## src/rtl/elevator_floor_display_pkg.sv

```systemverilog
// Shared types and 7-segment constants for the elevator floor indicator.
package elevator_pkg;

    typedef enum logic [1:0] {
        OFF         = 2'd0,
        STEADY      = 2'd1,
        PULSE_BLINK = 2'd2,
        HOLD_BLINK  = 2'd3
    } state_t;

    // Segment order is {g,f,e,d,c,b,a}, active-high.
    localparam logic [6:0] SEG_0     = 7'b0111111;
    localparam logic [6:0] SEG_1     = 7'b0000110;
    localparam logic [6:0] SEG_2     = 7'b1011011;
    localparam logic [6:0] SEG_3     = 7'b1001111;
    localparam logic [6:0] SEG_4     = 7'b1100110;
    localparam logic [6:0] SEG_5     = 7'b1101101;
    localparam logic [6:0] SEG_6     = 7'b1111101;
    localparam logic [6:0] SEG_7     = 7'b0000111;
    localparam logic [6:0] SEG_8     = 7'b1111111;
    localparam logic [6:0] SEG_9     = 7'b1101111;
    localparam logic [6:0] SEG_DASH  = 7'b1000000;
    localparam logic [6:0] SEG_BLANK = 7'b0000000;

    function automatic logic [6:0] digit_to_seg(input logic [3:0] digit);
        logic [6:0] w_seg;
        case (digit)
            4'd0:    w_seg = SEG_0;
            4'd1:    w_seg = SEG_1;
            4'd2:    w_seg = SEG_2;
            4'd3:    w_seg = SEG_3;
            4'd4:    w_seg = SEG_4;
            4'd5:    w_seg = SEG_5;
            4'd6:    w_seg = SEG_6;
            4'd7:    w_seg = SEG_7;
            4'd8:    w_seg = SEG_8;
            4'd9:    w_seg = SEG_9;
            default: w_seg = SEG_DASH;
        endcase
        return w_seg;
    endfunction

endpackage

```

## src/rtl/elevator_floor_display_tick_divider.sv

```systemverilog
// Free-running 0..DIV-1 counter; tick is high on the terminal count while enabled.
module tick_divider #(
    parameter int DIV = 2
) (
    input  logic clock,
    input  logic reset,
    input  logic en,
    input  logic clr,
    output logic tick
);

    localparam int W = (DIV > 1) ? $clog2(DIV) : 1;

    logic [W-1:0] r_cnt;

    // Counter: clear has priority, wraps at DIV-1.
    always_ff @(posedge clock or posedge reset) begin
        if (reset) begin
            r_cnt <= '0;
        end else if (clr) begin
            r_cnt <= '0;
        end else if (en) begin
            if (r_cnt == W'(DIV - 1)) begin
                r_cnt <= '0;
            end else begin
                r_cnt <= r_cnt + W'(1);
            end
        end
    end

    assign tick = en && (r_cnt == W'(DIV - 1));

endmodule

```

## src/rtl/elevator_floor_display.sv

```systemverilog
// Two-digit multiplexed floor indicator with arrival blink and alarm blink.
module elevator_floor_display
    import elevator_pkg::*;
#(
    parameter int NUM_FLOORS  = 3,
    parameter int FLOOR_W     = 2,
    parameter int FLOOR_BASE  = 1,
    parameter int SCAN_DIV    = 50000,
    parameter int BLINK_DIV   = 25000000,
    parameter int BLINK_COUNT = 3
) (
    input  logic               clock,
    input  logic               reset,
    input  logic               enable,
    input  logic [FLOOR_W-1:0] floor,
    input  logic               arrive,
    input  logic               alarm,
    output logic [6:0]         seg,
    output logic [1:0]         an,
    output logic               blinking
);

    localparam int DARK_W = (BLINK_COUNT > 1) ? $clog2(BLINK_COUNT) : 1;

    logic [FLOOR_W-1:0] r_floor_q;
    state_t             r_state;
    logic               r_digit_sel;
    logic               r_phase;
    logic [DARK_W-1:0]  r_dark_cnt;
    logic [6:0]         r_seg;
    logic [1:0]         r_an;
    logic               r_blinking;

    state_t             w_state_nx;
    logic               w_restart;
    logic               w_blink_nx;
    logic               w_blink_clr;
    logic               w_scan_tick;
    logic               w_blink_tick;
    logic               w_phase_nx;
    logic [DARK_W-1:0]  w_dark_nx;
    logic               w_digit_sel_nx;
    logic               w_invalid;
    logic [6:0]         w_value;
    logic [6:0]         w_tens_seg;
    logic [6:0]         w_ones_seg;
    logic [6:0]         w_seg_nx;
    logic [1:0]         w_an_nx;

    tick_divider #(.DIV(SCAN_DIV)) u_scan_div (
        .clock (clock),
        .reset (reset),
        .en    (r_state != OFF),
        .clr   (w_state_nx == OFF),
        .tick  (w_scan_tick)
    );

    tick_divider #(.DIV(BLINK_DIV)) u_blink_div (
        .clock (clock),
        .reset (reset),
        .en    ((r_state == PULSE_BLINK) || (r_state == HOLD_BLINK)),
        .clr   (w_blink_clr),
        .tick  (w_blink_tick)
    );

    // Next state: enable=0 beats alarm, alarm beats arrive.
    always_comb begin
        w_state_nx = r_state;
        w_restart  = 1'b0;
        if (!enable) begin
            w_state_nx = OFF;
        end else begin
            case (r_state)
                OFF:         w_state_nx = STEADY;
                STEADY: begin
                    if (alarm)       w_state_nx = HOLD_BLINK;
                    else if (arrive) w_state_nx = PULSE_BLINK;
                    else             w_state_nx = STEADY;
                end
                PULSE_BLINK: begin
                    if (alarm) begin
                        w_state_nx = HOLD_BLINK;
                    end else if (arrive) begin
                        w_state_nx = PULSE_BLINK;
                        w_restart  = 1'b1;
                    end else if (w_blink_tick && r_phase &&
                                 (r_dark_cnt == DARK_W'(BLINK_COUNT - 1))) begin
                        w_state_nx = STEADY;
                    end else begin
                        w_state_nx = PULSE_BLINK;
                    end
                end
                HOLD_BLINK:  w_state_nx = alarm ? HOLD_BLINK : STEADY;
                default:     w_state_nx = OFF;
            endcase
        end
    end

    // Blink phase bookkeeping; any entry, exit or restart starts from a lit phase.
    always_comb begin
        w_blink_nx  = (w_state_nx == PULSE_BLINK) || (w_state_nx == HOLD_BLINK);
        w_blink_clr = !w_blink_nx || (w_state_nx != r_state) || w_restart;
        w_phase_nx  = r_phase;
        w_dark_nx   = r_dark_cnt;
        if (w_blink_clr) begin
            w_phase_nx = 1'b0;
            w_dark_nx  = '0;
        end else if (w_blink_tick) begin
            w_phase_nx = ~r_phase;
            if (r_phase && (r_state == PULSE_BLINK)) begin
                w_dark_nx = r_dark_cnt + DARK_W'(1);
            end else begin
                w_dark_nx = r_dark_cnt;
            end
        end else begin
            w_phase_nx = r_phase;
            w_dark_nx  = r_dark_cnt;
        end
    end

    // Digit decode and output selection from the next-cycle scan/blink view.
    always_comb begin
        w_invalid  = (int'(r_floor_q) >= NUM_FLOORS);
        w_value    = 7'(int'(r_floor_q) + FLOOR_BASE);
        w_tens_seg = SEG_BLANK;
        w_ones_seg = SEG_DASH;
        if (w_invalid) begin
            w_tens_seg = SEG_DASH;
            w_ones_seg = SEG_DASH;
        end else begin
            w_ones_seg = digit_to_seg(4'(w_value % 7'd10));
            if (w_value < 7'd10) w_tens_seg = SEG_BLANK;
            else                 w_tens_seg = digit_to_seg(4'(w_value / 7'd10));
        end

        if (w_state_nx == OFF)  w_digit_sel_nx = 1'b0;
        else if (w_scan_tick)   w_digit_sel_nx = ~r_digit_sel;
        else                    w_digit_sel_nx = r_digit_sel;

        if (w_state_nx == OFF)  w_an_nx = 2'b00;
        else if (w_digit_sel_nx) w_an_nx = 2'b10;
        else                    w_an_nx = 2'b01;

        if ((w_state_nx == OFF) || w_phase_nx) w_seg_nx = SEG_BLANK;
        else if (w_digit_sel_nx)              w_seg_nx = w_tens_seg;
        else                                  w_seg_nx = w_ones_seg;
    end

    // State and registered outputs.
    always_ff @(posedge clock or posedge reset) begin
        if (reset) begin
            r_floor_q   <= '0;
            r_state     <= OFF;
            r_digit_sel <= 1'b0;
            r_phase     <= 1'b0;
            r_dark_cnt  <= '0;
            r_seg       <= SEG_BLANK;
            r_an        <= 2'b00;
            r_blinking  <= 1'b0;
        end else begin
            r_floor_q   <= floor;
            r_state     <= w_state_nx;
            r_digit_sel <= w_digit_sel_nx;
            r_phase     <= w_phase_nx;
            r_dark_cnt  <= w_dark_nx;
            r_seg       <= w_seg_nx;
            r_an        <= w_an_nx;
            r_blinking  <= w_blink_nx;
        end
    end

    assign seg      = r_seg;
    assign an       = r_an;
    assign blinking = r_blinking;

endmodule

```

## config.mk

```make
export PLATFORM = sky130hd
export DESIGN_NAME = elevator_floor_display
export DESIGN_NICKNAME = d
export VERILOG_FILES = /design/src/rtl/elevator_floor_display_pkg.sv /design/src/rtl/elevator_floor_display_tick_divider.sv /design/src/rtl/elevator_floor_display.sv
export SDC_FILE = /design/constraint.sdc
export NUM_CORES = 1
export LEC_CHECK = 0
export CAP_MARGIN = 15
export CORE_MARGIN = 10
export CORE_UTILIZATION = 59
export CTS_CLUSTER_SIZE = 8
export DETAILED_ROUTE_END_ITERATION = 6
export PLACE_DENSITY = 0.81
export SKIP_LAST_GASP = 1
export SLEW_MARGIN = 20
export SYNTH_ARGS = -nofsm -noshare
export SYNTH_HDL_FRONTEND = slang
export SYNTH_SLANG_ARGS = --single-unit
```

## constraint.sdc

```tcl
create_clock -name clock -period 3 [get_ports clock]
set_clock_uncertainty 0.2 [all_clocks]
set_input_delay 0.45 -clock clock [delete_from_list [all_inputs] [get_ports clock]]
set_output_delay 0.45 -clock clock [all_outputs]
set_load 0.005 [all_outputs]
```

==> qor.csv, run 1 <==
stage;metric;value;unit
outcome;status;finished, final reports clean;
clock_network;CTS tree;built;
yosys;number of distinct library cells after synthesis;48;
timing;minimum clock period;2656;ps
finish;Layout area overhead;15.47;%
yosys;Yosys reg bits;57;
pwr;NetSw;0.3671;mW
grt;first-pass GRT wire length;10.92;mm
timing;Hold Fails Final Rpt;0;
pwr;sw frac;21.41;%
clock_network;CTS Buf Count;9;
routing;Post-DRT Antenna Nets;0;
clock_network;post-CTS setup buffer count;0;
routing;DRC Markers;0;
routing;Pre-Repair DR Iteration Count;5;
worst_setup_path;Critical Path Start;u_blink_div.r_cnt[2]$_DFFE_PP0P_;
timing;Fmax achieved;376.4;MHz
finish;ANT cells;0;
yosys;Syn. warnings;0;
worst_setup_path;reg2reg start;u_blink_div.r_cnt[2]$_DFFE_PP0P_;
clock_network;clk_lat worst skew;340;ps
clock_network;H-tree Lvls;3;
die;starting density of the core;60.26;%
worst_setup_path;Worst Setup Path Type;flop to flop;
worst_setup_path;Worst Setup End Kind;flop;
routing;total number of vias;2466;
timing;# setup viols final;0;
timing;worst setup margin;343.6;ps
worst_setup_path;Crit Path Max Fanout;25;
placed_design;Place WS;328.8;ps
worst_setup_path;Worst Setup Start Kind;flop;
pwr;Max rail drop VDD;0.3072;mV
placed_design;PortBufs;16;
clock_network;Sink Count;57;
yosys;post-synthesis net count;335;
routing;1st-iter DRT viols;114;
pwr;PD cells;485.6;nW/um^2
yosys;Avg Cell Area, Syn;9.586;sq um
grt;largest net degree at the start of global routing;26;
pwr;Static Leak;1.383;nW
finish;ratio of cells with drive above 1 in the final layout;8.646;%
die;die span in x;91.99;um
finish;# nets final;358;
yosys;register area share after synthesis;46.64;%
die;top-level I/O count;17;
yosys;FFs w/ async S/R, synth;100.0;%
yosys;Primary FF master, synth;dfrtp_1;
timing;Rel. slew slack;55.25;%
timing;Setup TNS;0;ps
worst_hold_path;HP Class;input port to asynchronous set/reset pin;
routing;Avg Vias per Cell;5.914;
routing;WL final;6.190;mm
pwr;Comb pwr share;6.4;%
pwr;Seq pwr share;46.4;%
timing;worst slew pin tran;666.2;ps
timing;RSZ-0062 raised after global routing;false;
clock_network;post-CTS sizing;0;
routing;WL/cell;14.84;um
clock_network;Clock Tree Root;clkbuf_8;
run;max cap viols;0;
worst_setup_path;Critical Path AT;2720;ps
clock_network;Worst-path clk slew;60;ps
clock_network;# hold bufs at CTS;0;
worst_setup_path;Crit path required time;3060;ps
grt;initial antenna violation count;0;
clock_network;CTS Buffer Depth;2;
die;chip height;91.99;um
pwr;Pint;1.347;mW
grt;vias in the first global route;2386;
timing;max-slew violations;0;
die;Die Area;8462;sq um
yosys;EDFF count, synth;0;
timing;Hold Slack;209.3;ps
grt;grt ovf;0;
placed_design;dpl hpwl;4.326;mm
pwr;Clk pwr share;47.2;%
placed_design;gpl congestion;0.8732;
yosys;gate count after technology mapping;319;
grt;GRT Total Usage;15.69;%
timing;Final Cycle Share;88.55;%
die;core area;5075;sq um
die;cell row count;26;
yosys;Synth Cell Area;3058;sq um
==> power by group through the flow <==
stage               registers (mW)  logic [mW]  clock network (mW)
detailed placement           0.809       0.111                   0
global placement             0.808       0.109                   0
CTS                          0.795       0.112               0.820
finish                       0.795       0.110               0.809
global route                 0.796       0.126               0.856
floorplan                    0.808      0.0631                   0
==> final cells by class <==
class / instances / area, sq um
clock buffer: 14 / 162.7
clock inverter: 2 / 60.06
fill: 420 / 1544
inverter: 14 / 52.55
multi-input combinational: 236 / 1521
sequential: 57 / 1426
tap: 70 / 87.58
timing repair buffer: 24 / 220.2
==> per-layer routing <==
layer / GRT usage (%) / wire (um)
met1: 18.21 / 2676
met2: 25.82 / 3033
met3: 3.423 / 332
met4: 9.769 / 148
met5: 0 / 0
==> sequential cells by signal, indices dropped and copies added, names as in the netlist <==
register	cells
u_blink_div.r_cnt	25
r_floor_q	2
seg	6
r_state	2
r_dark_cnt	2
blinking	1
u_scan_div.r_cnt	16
r_phase	1
an	2
==> worst paths after layout <==
path                                                     endpoint  slack, ps  cells past startpoint
worst max register to register  u_blink_div.r_cnt[20]$_DFFE_PP0P_        340                      9
worst max-delay path            u_blink_div.r_cnt[20]$_DFFE_PP0P_        340                      9
max in group asynchronous        u_blink_div.r_cnt[5]$_DFFE_PP0P_       1790                      3
worst min register to register          r_dark_cnt[0]$_DFFE_PP0P_        340                      2
worst min-delay path             u_scan_div.r_cnt[11]$_DFFE_PP0P_        210                      2
min in group clock                      r_dark_cnt[0]$_DFFE_PP0P_        340                      2
==> Yosys cell counts, types with 3 or more instances <==
master / n / share of area [%]
a21oi_1: 16 / 2.6
nand3_1: 12 / 2.0
nor4_1: 8 / 1.6
nand4_1: 14 / 2.9
inv_1: 14 / 1.7
or3_1: 10 / 2.0
xnor2_1: 16 / 4.6
o31ai_1: 7 / 1.7
nand2_1: 24 / 2.9
ha_1: 9 / 3.7
buf_2: 4 / 0.65
nor4b_1: 6 / 1.7
clkbuf_1: 6 / 0.74
o21ai_0: 11 / 1.8
xor2_1: 6 / 1.7
dfrtp_1: 57 / 47
nor2b_1: 3 / 0.61
nand3b_1: 3 / 0.74
nor3_1: 12 / 2.0
and2_1: 3 / 0.61
and4_1: 4 / 1.1
nor2_1: 33 / 4.1
or4_1: 9 / 2.2
==> metrics by stage <==
step	instance area, sq um	std cells	power [mW]	utilization (%)
4_1_cts	3531	417	1.727	69.58
3_5_place_dp	3308	401	0.9205	65.19
2_1_floorplan	3058	319	0.8711	-
3_3_place_gp	3308	401	0.9174	65.19
6_report	3531	417	1.715	69.58
5_1_grt	3531	417	1.778	69.58
==> layout by cell type, fill, tap and decap left out, types with 3 or more instances in the layout <==
| cell type | synthesis | final |
|---|---|---|
| and4_1 | 4 | 4 |
| nor3_1 | 12 | 12 |
| nand4_1 | 14 | 14 |
| clkbuf_1 | 6 | 3 |
| clkbuf_8 | 0 | 11 |
| nand2_1 | 24 | 24 |
| xor2_1 | 6 | 6 |
| inv_1 | 14 | 13 |
| nor2_1 | 33 | 33 |
| o31ai_1 | 7 | 7 |
| or4_1 | 9 | 9 |
| nor4_1 | 8 | 8 |
| xnor2_1 | 16 | 16 |
| a21oi_1 | 16 | 16 |
| nand3_1 | 12 | 12 |
| ha_1 | 9 | 9 |
| o21ai_0 | 11 | 11 |
| buf_4 | 2 | 8 |
| clkdlybuf4s50_1 | 0 | 16 |
| nor2b_1 | 3 | 3 |
| nor4b_1 | 6 | 6 |
| and2_1 | 3 | 3 |
| or3_1 | 10 | 10 |
| nand3b_1 | 3 | 3 |
| dfrtp_1 | 57 | 57 |
==> worst max-delay path, cell delays in order, from the launching register on <==
cell	delay, ps
dfrtp_1	460
and4_2	290
nand2_1	100
nor4_1	60
ha_1	210
a2111o_1	380
a211oi_2	380
o21ai_1	120
buf_4	240
a21oi_1	150
==> cell families after synthesis <==
family	after synthesis	synth area share (%)
flip-flops	57	46.64
AND/OR/NAND/NOR	156	29.50
adder cells (fa/ha/maj)	9	3.683
AO/OA/AOI/OAI	47	9.615
XOR/XNOR	22	6.301
multiplexers	2	0.6547
buffers and inverters	26	3.600
No activity file was read; power rests on OpenSTA's default activity.
==> run 2, diff against run 1 <==
--- a/config.mk
+++ b/config.mk
@@ -11,6 +11,7 @@
 export CTS_CLUSTER_SIZE = 8
 export DETAILED_ROUTE_END_ITERATION = 6
 export PLACE_DENSITY = 0.81
+export REMOVE_ABC_BUFFERS = 1
 export SKIP_LAST_GASP = 1
 export SLEW_MARGIN = 20
 export SYNTH_ARGS = -nofsm -noshare
==> qor.csv, run 2 (synthesis results as in run 1) <==
stage;metric;value;unit
clock_network;CTS tree;built;
finish;post-route insts no fill;413;
worst_setup_path;CP peak stage delay;440;ps
timing;Setup TNS;0;ps
pwr;Static Leak;1.355;nW
placed_design;dpl hpwl;4.409;mm
grt;largest net degree at the start of global routing;26;
worst_setup_path;slowest CP cell;dfrtp_1;
pwr;Comb pwr share;6.9;%
outcome;status;finished, final reports clean;
worst_setup_path;worst path cell trace;ha_1 > nand2_1 > nor4_1 > ha_1 > a2111o_1 > a211oi_2 > o21ai_1 > buf_4 > nor2_1;
finish;# nets final;357;
placed_design;PortBufs;16;
worst_setup_path;WP buf/inv;1;
finish;most common cell after layout, fill and taps aside;dfrtp_1;
timing;Final Cycle Share;88.79;%
finish;number of flip-flops in the largest register;25;
clock_network;CTS Buffer Depth;2;
worst_setup_path;top cell family by delay on the critical path;compound AO/OA/AOI/OAI gates;
pwr;NetSw;0.3505;mW
grt;first-pass GRT wire length;10.90;mm
die;die span in x;91.99;um
finish;area of the multi-input gates;1521;sq um
timing;RSZ-0062 raised after global routing;false;
routing;Pre-Repair DR Iteration Count;4;
timing;Hold Fails Final Rpt;0;
pwr;Pint;1.186;mW
worst_setup_path;Worst Setup Path Type;flop to flop;
finish;leading cell types in the layout, fill and taps excluded;dfrtp_1, nor2_1, nand2_1;
die;cell row count;26;
placed_design;placed insts;400;
clock_network;# hold bufs at CTS;0;
finish;ratio of cells with drive above 1 in the final layout;8.163;%
routing;1st-iter DRT viols;117;
worst_hold_path;HP Class;input port to asynchronous set/reset pin;
clock_network;Clock Tree Root;clkbuf_8;
worst_setup_path;Worst Setup End Kind;flop;
worst_setup_path;reg2reg start;u_blink_div.r_cnt[0]$_DFFE_PP0P_;
finish;Layout area overhead;13.46;%
timing;Fmax achieved;375.4;MHz
clock_network;clk_lat worst skew;330;ps
finish;ANT cells;0;
pwr;Clk pwr share;41.2;%
pwr;PD cells;442.9;nW/um^2
pwr;Max rail drop VDD;0.2391;mV
clock_network;Sink Count;57;
timing;max-slew violations;0;
worst_setup_path;Crit Path Max Fanout;25;
pwr;sw frac;22.81;%
grt;initial antenna violation count;0;
timing;worst slew pin tran;729.7;ps
placed_design;gpl congestion;0.8379;
grt;grt ovf;0;
worst_setup_path;Reg2Reg Setup Slack;340;ps
worst_setup_path;Critical Path AT;2720;ps
routing;Avg Vias per Cell;5.964;
worst_setup_path;crit-path most repeated cell;ha_1;
pwr;Seq pwr share;51.9;%
finish;Register Area;1426;sq um
die;starting density of the core;60.26;%
worst_setup_path;Critical Path Start;u_blink_div.r_cnt[0]$_DFFE_PP0P_;
routing;WL/cell;15.02;um
timing;minimum clock period;2664;ps
clock_network;H-tree Lvls;3;
clock_network;post-CTS setup buffer count;0;
die;top-level I/O count;17;
finish;fill cell count;416;
grt;GRT Total Usage;15.42;%
clock_network;post-CTS sizing;0;
die;Die Area;8462;sq um
clock_network;CTS Buf Count;9;
routing;total number of vias;2463;
timing;Rel. slew slack;50.98;%
run;max cap viols;0;
routing;DRC Markers;0;
routing;Post-DRT Antenna Nets;0;
die;core area;5075;sq um
clock_network;Worst-path clk slew;60;ps
worst_setup_path;Worst Setup Start Kind;flop;
finish;Top reg by flops;u_blink_div.r_cnt;
die;chip height;91.99;um
routing;WL final;6.205;mm
grt;vias in the first global route;2430;
timing;# setup viols final;0;
worst_setup_path;Crit path required time;3050;ps
## run 2: cell types whose count changed in the layout (fill, tap and decap cells not counted), sizes merged
| cell | previous run | this run |
|---|---|---|
| buf | 8 | 7 |
| bufinv | 2 | 0 |
| clkbuf | 14 | 13 |
## run 2: power by group through the flow
| stage | clock [mW] | combinational [mW] | sequential [mW] |
|---|---|---|---|
| after floorplan | 0 | 0.0551 | 0.812 |
| after global placement | 0 | 0.106 | 0.811 |
| after detailed placement | 0 | 0.107 | 0.812 |
| after CTS | 0.650 | 0.108 | 0.798 |
| after global routing | 0.684 | 0.122 | 0.800 |
| final | 0.633 | 0.106 | 0.798 |
## run 2: final timing paths
kind	end	cells after the start
worst max-delay path	u_blink_div.r_cnt[5]$_DFFE_PP0P_	9
worst min-delay path	u_blink_div.r_cnt[18]$_DFFE_PP0P_	2
worst max register to register	u_blink_div.r_cnt[5]$_DFFE_PP0P_	9
worst min register to register	r_dark_cnt[0]$_DFFE_PP0P_	2
max in group asynchronous	r_dark_cnt[1]$_DFFE_PP0P_	3
min in group clock	r_dark_cnt[0]$_DFFE_PP0P_	2
## run 2: layer usage
layer  track usage [%]  vias to the layer above  share of wire, %
li1                  -                     1202                 -
met1             18.07                     1195                45
met2             25.76                       54                49
met3             4.319                       12               4.2
met4             6.812                        0               1.6
met5                 0                        -                 0
## run 2: cell type report
type                            instances  area share [%]
Clock buffer                           13           4.868
Timing Repair Buffer                   23           6.131
Inverter                               14           1.515
Tap cell                               70           2.524
Multi-Input combinational cell        236           43.85
Sequential cell                        57           41.11
## run 2: per-stage QoR
stage | worst slack, ps | util (%) | area (sq um) | total power, mW | hold WS, ps
after floorplan | 297.1 | - | 3000 | 0.8673 | 281.4
after global placement | 368.3 | 65.04 | 3301 | 0.9164 | 318.3
after detailed placement | 339.7 | 65.04 | 3301 | 0.9187 | 342.0
after CTS | 343.7 | 68.37 | 3470 | 1.556 | 233.6
after global routing | 137.4 | 68.37 | 3470 | 1.606 | 243.8
final | 336.2 | 68.37 | 3470 | 1.537 | 230.0
==> run 3, diff against run 2 <==
--- a/config.mk
+++ b/config.mk
@@ -10,7 +10,7 @@
 export CORE_UTILIZATION = 59
 export CTS_CLUSTER_SIZE = 8
 export DETAILED_ROUTE_END_ITERATION = 6
-export PLACE_DENSITY = 0.81
+export PLACE_DENSITY_LB_ADDON = 0.3
 export REMOVE_ABC_BUFFERS = 1
 export SKIP_LAST_GASP = 1
 export SLEW_MARGIN = 20
==> qor.csv, run 3 (synthesis results as in run 1) <==
stage;metric;value;unit
clock_network;# hold bufs at CTS;0;
timing;Final Cycle Share;89.28;%
routing;WL/cell;14.82;um
clock_network;Sink Count;57;
finish;ratio of cells with drive above 1 in the final layout;8.430;%
clock_network;post-CTS setup buffer count;0;
grt;initial antenna violation count;0;
finish;Final Cell Area;3501;sq um
pwr;Power Total;1.609;mW
clock_network;clk_lat worst skew;330;ps
worst_setup_path;Reg2Reg Setup Slack;320;ps
clock_network;CTS Buf Count;9;
timing;Setup TNS;0;ps
routing;WL final;6.134;mm
finish;leading cell types in the layout, fill and taps excluded;dfrtp_1, nor2_1, nand2_1;
clock_network;CTS tree;built;
timing;# setup viols final;0;
finish;Top reg by flops;u_blink_div.r_cnt;
finish;post-layout util;68.98;%
finish;ANT cells;0;
timing;Fmax achieved;373.3;MHz
grt;first-pass GRT wire length;11.10;mm
finish;number of flip-flops in the largest register;25;
worst_hold_path;HP Class;input port to asynchronous set/reset pin;
clock_network;post-CTS sizing;0;
placed_design;PortBufs;16;
worst_setup_path;reg2reg start;u_blink_div.r_cnt[2]$_DFFE_PP0P_;
worst_setup_path;Worst Setup Start Kind;flop;
clock_network;CTS Buffer Depth;2;
clock_network;Worst-path clk slew;60;ps
finish;fill cell count;412;
pwr;Max rail drop VDD;0.2884;mV
grt;vias in the first global route;2430;
routing;DRC Markers;0;
die;top-level I/O count;17;
placed_design;Place WS;335.5;ps
timing;worst setup margin;321.5;ps
die;cell row count;26;
routing;Pre-Repair DR Iteration Count;4;
clock_network;Clock Tree Root;clkbuf_8;
worst_setup_path;Critical Path AT;2730;ps
worst_setup_path;Crit Path Max Fanout;25;
placed_design;Placed Area;3306;sq um
die;Die Area;8462;sq um
finish;Register Area;1426;sq um
placed_design;gpl congestion;0.9448;
routing;total number of vias;2447;
worst_setup_path;Critical Path Start;u_blink_div.r_cnt[2]$_DFFE_PP0P_;
run;max cap viols;0;
finish;most common cell after layout, fill and taps aside;dfrtp_1;
die;die span in x;91.99;um
grt;grt ovf;0;
die;core area;5075;sq um
timing;worst slew pin tran;700.9;ps
die;starting density of the core;60.26;%
worst_setup_path;Worst Setup Path Type;flop to flop;
finish;area of the multi-input gates;1521;sq um
routing;Avg Vias per Cell;5.911;
routing;Post-DRT Antenna Nets;0;
pwr;Static Leak;1.370;nW
routing;1st-iter DRT viols;91;
timing;Hold Fails Final Rpt;0;
clock_network;H-tree Lvls;3;
timing;RSZ-0062 raised after global routing;false;
worst_setup_path;Worst Setup End Kind;flop;
worst_setup_path;Crit path required time;3050;ps
timing;minimum clock period;2679;ps
grt;largest net degree at the start of global routing;33;
grt;GRT Total Usage;15.69;%
finish;Layout area overhead;14.48;%
pwr;PD cells;459.7;nW/um^2
timing;max-slew violations;0;
outcome;status;finished, final reports clean;
placed_design;dpl hpwl;4.349;mm
finish;# nets final;356;
timing;Rel. slew slack;52.92;%
die;chip height;91.99;um
## run 3: critical path, stage by stage, from the launching register on
cell      delay (ps)
dfrtp_1          460
and4_2           290
nand2_1          110
nor4_1            70
ha_1             210
a2111o_1         380
a211oi_2         370
o21ai_1          120
buf_4            240
a21oi_1          150
## run 3: per-stage QoR
| stage | hold slack [ps] | cells |
|---|---|---|
| 2_1_floorplan | 281.4 | 307 |
| 3_3_place_gp | 316.7 | 399 |
| 3_5_place_dp | 327.7 | 399 |
| 4_1_cts | 295.6 | 414 |
| 5_1_grt | 317.1 | 414 |
| 6_report | 286.9 | 414 |
## run 3: layout make-up
type                    count  share of cell area [%]
flip-flops and latches     57                   40.74
repair buffers             22                   6.219
multi-input cells         236                   43.46
well taps                  70                   2.502
clock inverters             3                   1.144
inverters                  14                   1.501
clock buffers              12                   4.432
## run 3: path summary, 6_finish.rpt
check / endpoint / cells after the start
setup / recovery: u_blink_div.r_cnt[21]$_DFFE_PP0P_ / 9
setup reg to reg: u_blink_div.r_cnt[21]$_DFFE_PP0P_ / 9
min in group clock: u_blink_div.r_cnt[0]$_DFFE_PP0P_ / 1
hold / removal: u_blink_div.r_cnt[18]$_DFFE_PP0P_ / 2
hold reg to reg: u_blink_div.r_cnt[0]$_DFFE_PP0P_ / 1
max in group asynchronous: seg[3]$_DFF_PP0_ / 3
## run 3: per-layer routing
layer,wire (um),part of all wire [%],GRT usage (%)
met5,0,0,0
met3,275,4.5,3.423
met4,116,1.9,8.226
met2,3076,50,25.82
met1,2666,43,18.81
## run 3: where the power goes
part | switching [mW] | internal, mW
clock | 0.283 | 0.421
combinational | 0.0582 | 0.0486
sequential | 0.0136 | 0.784
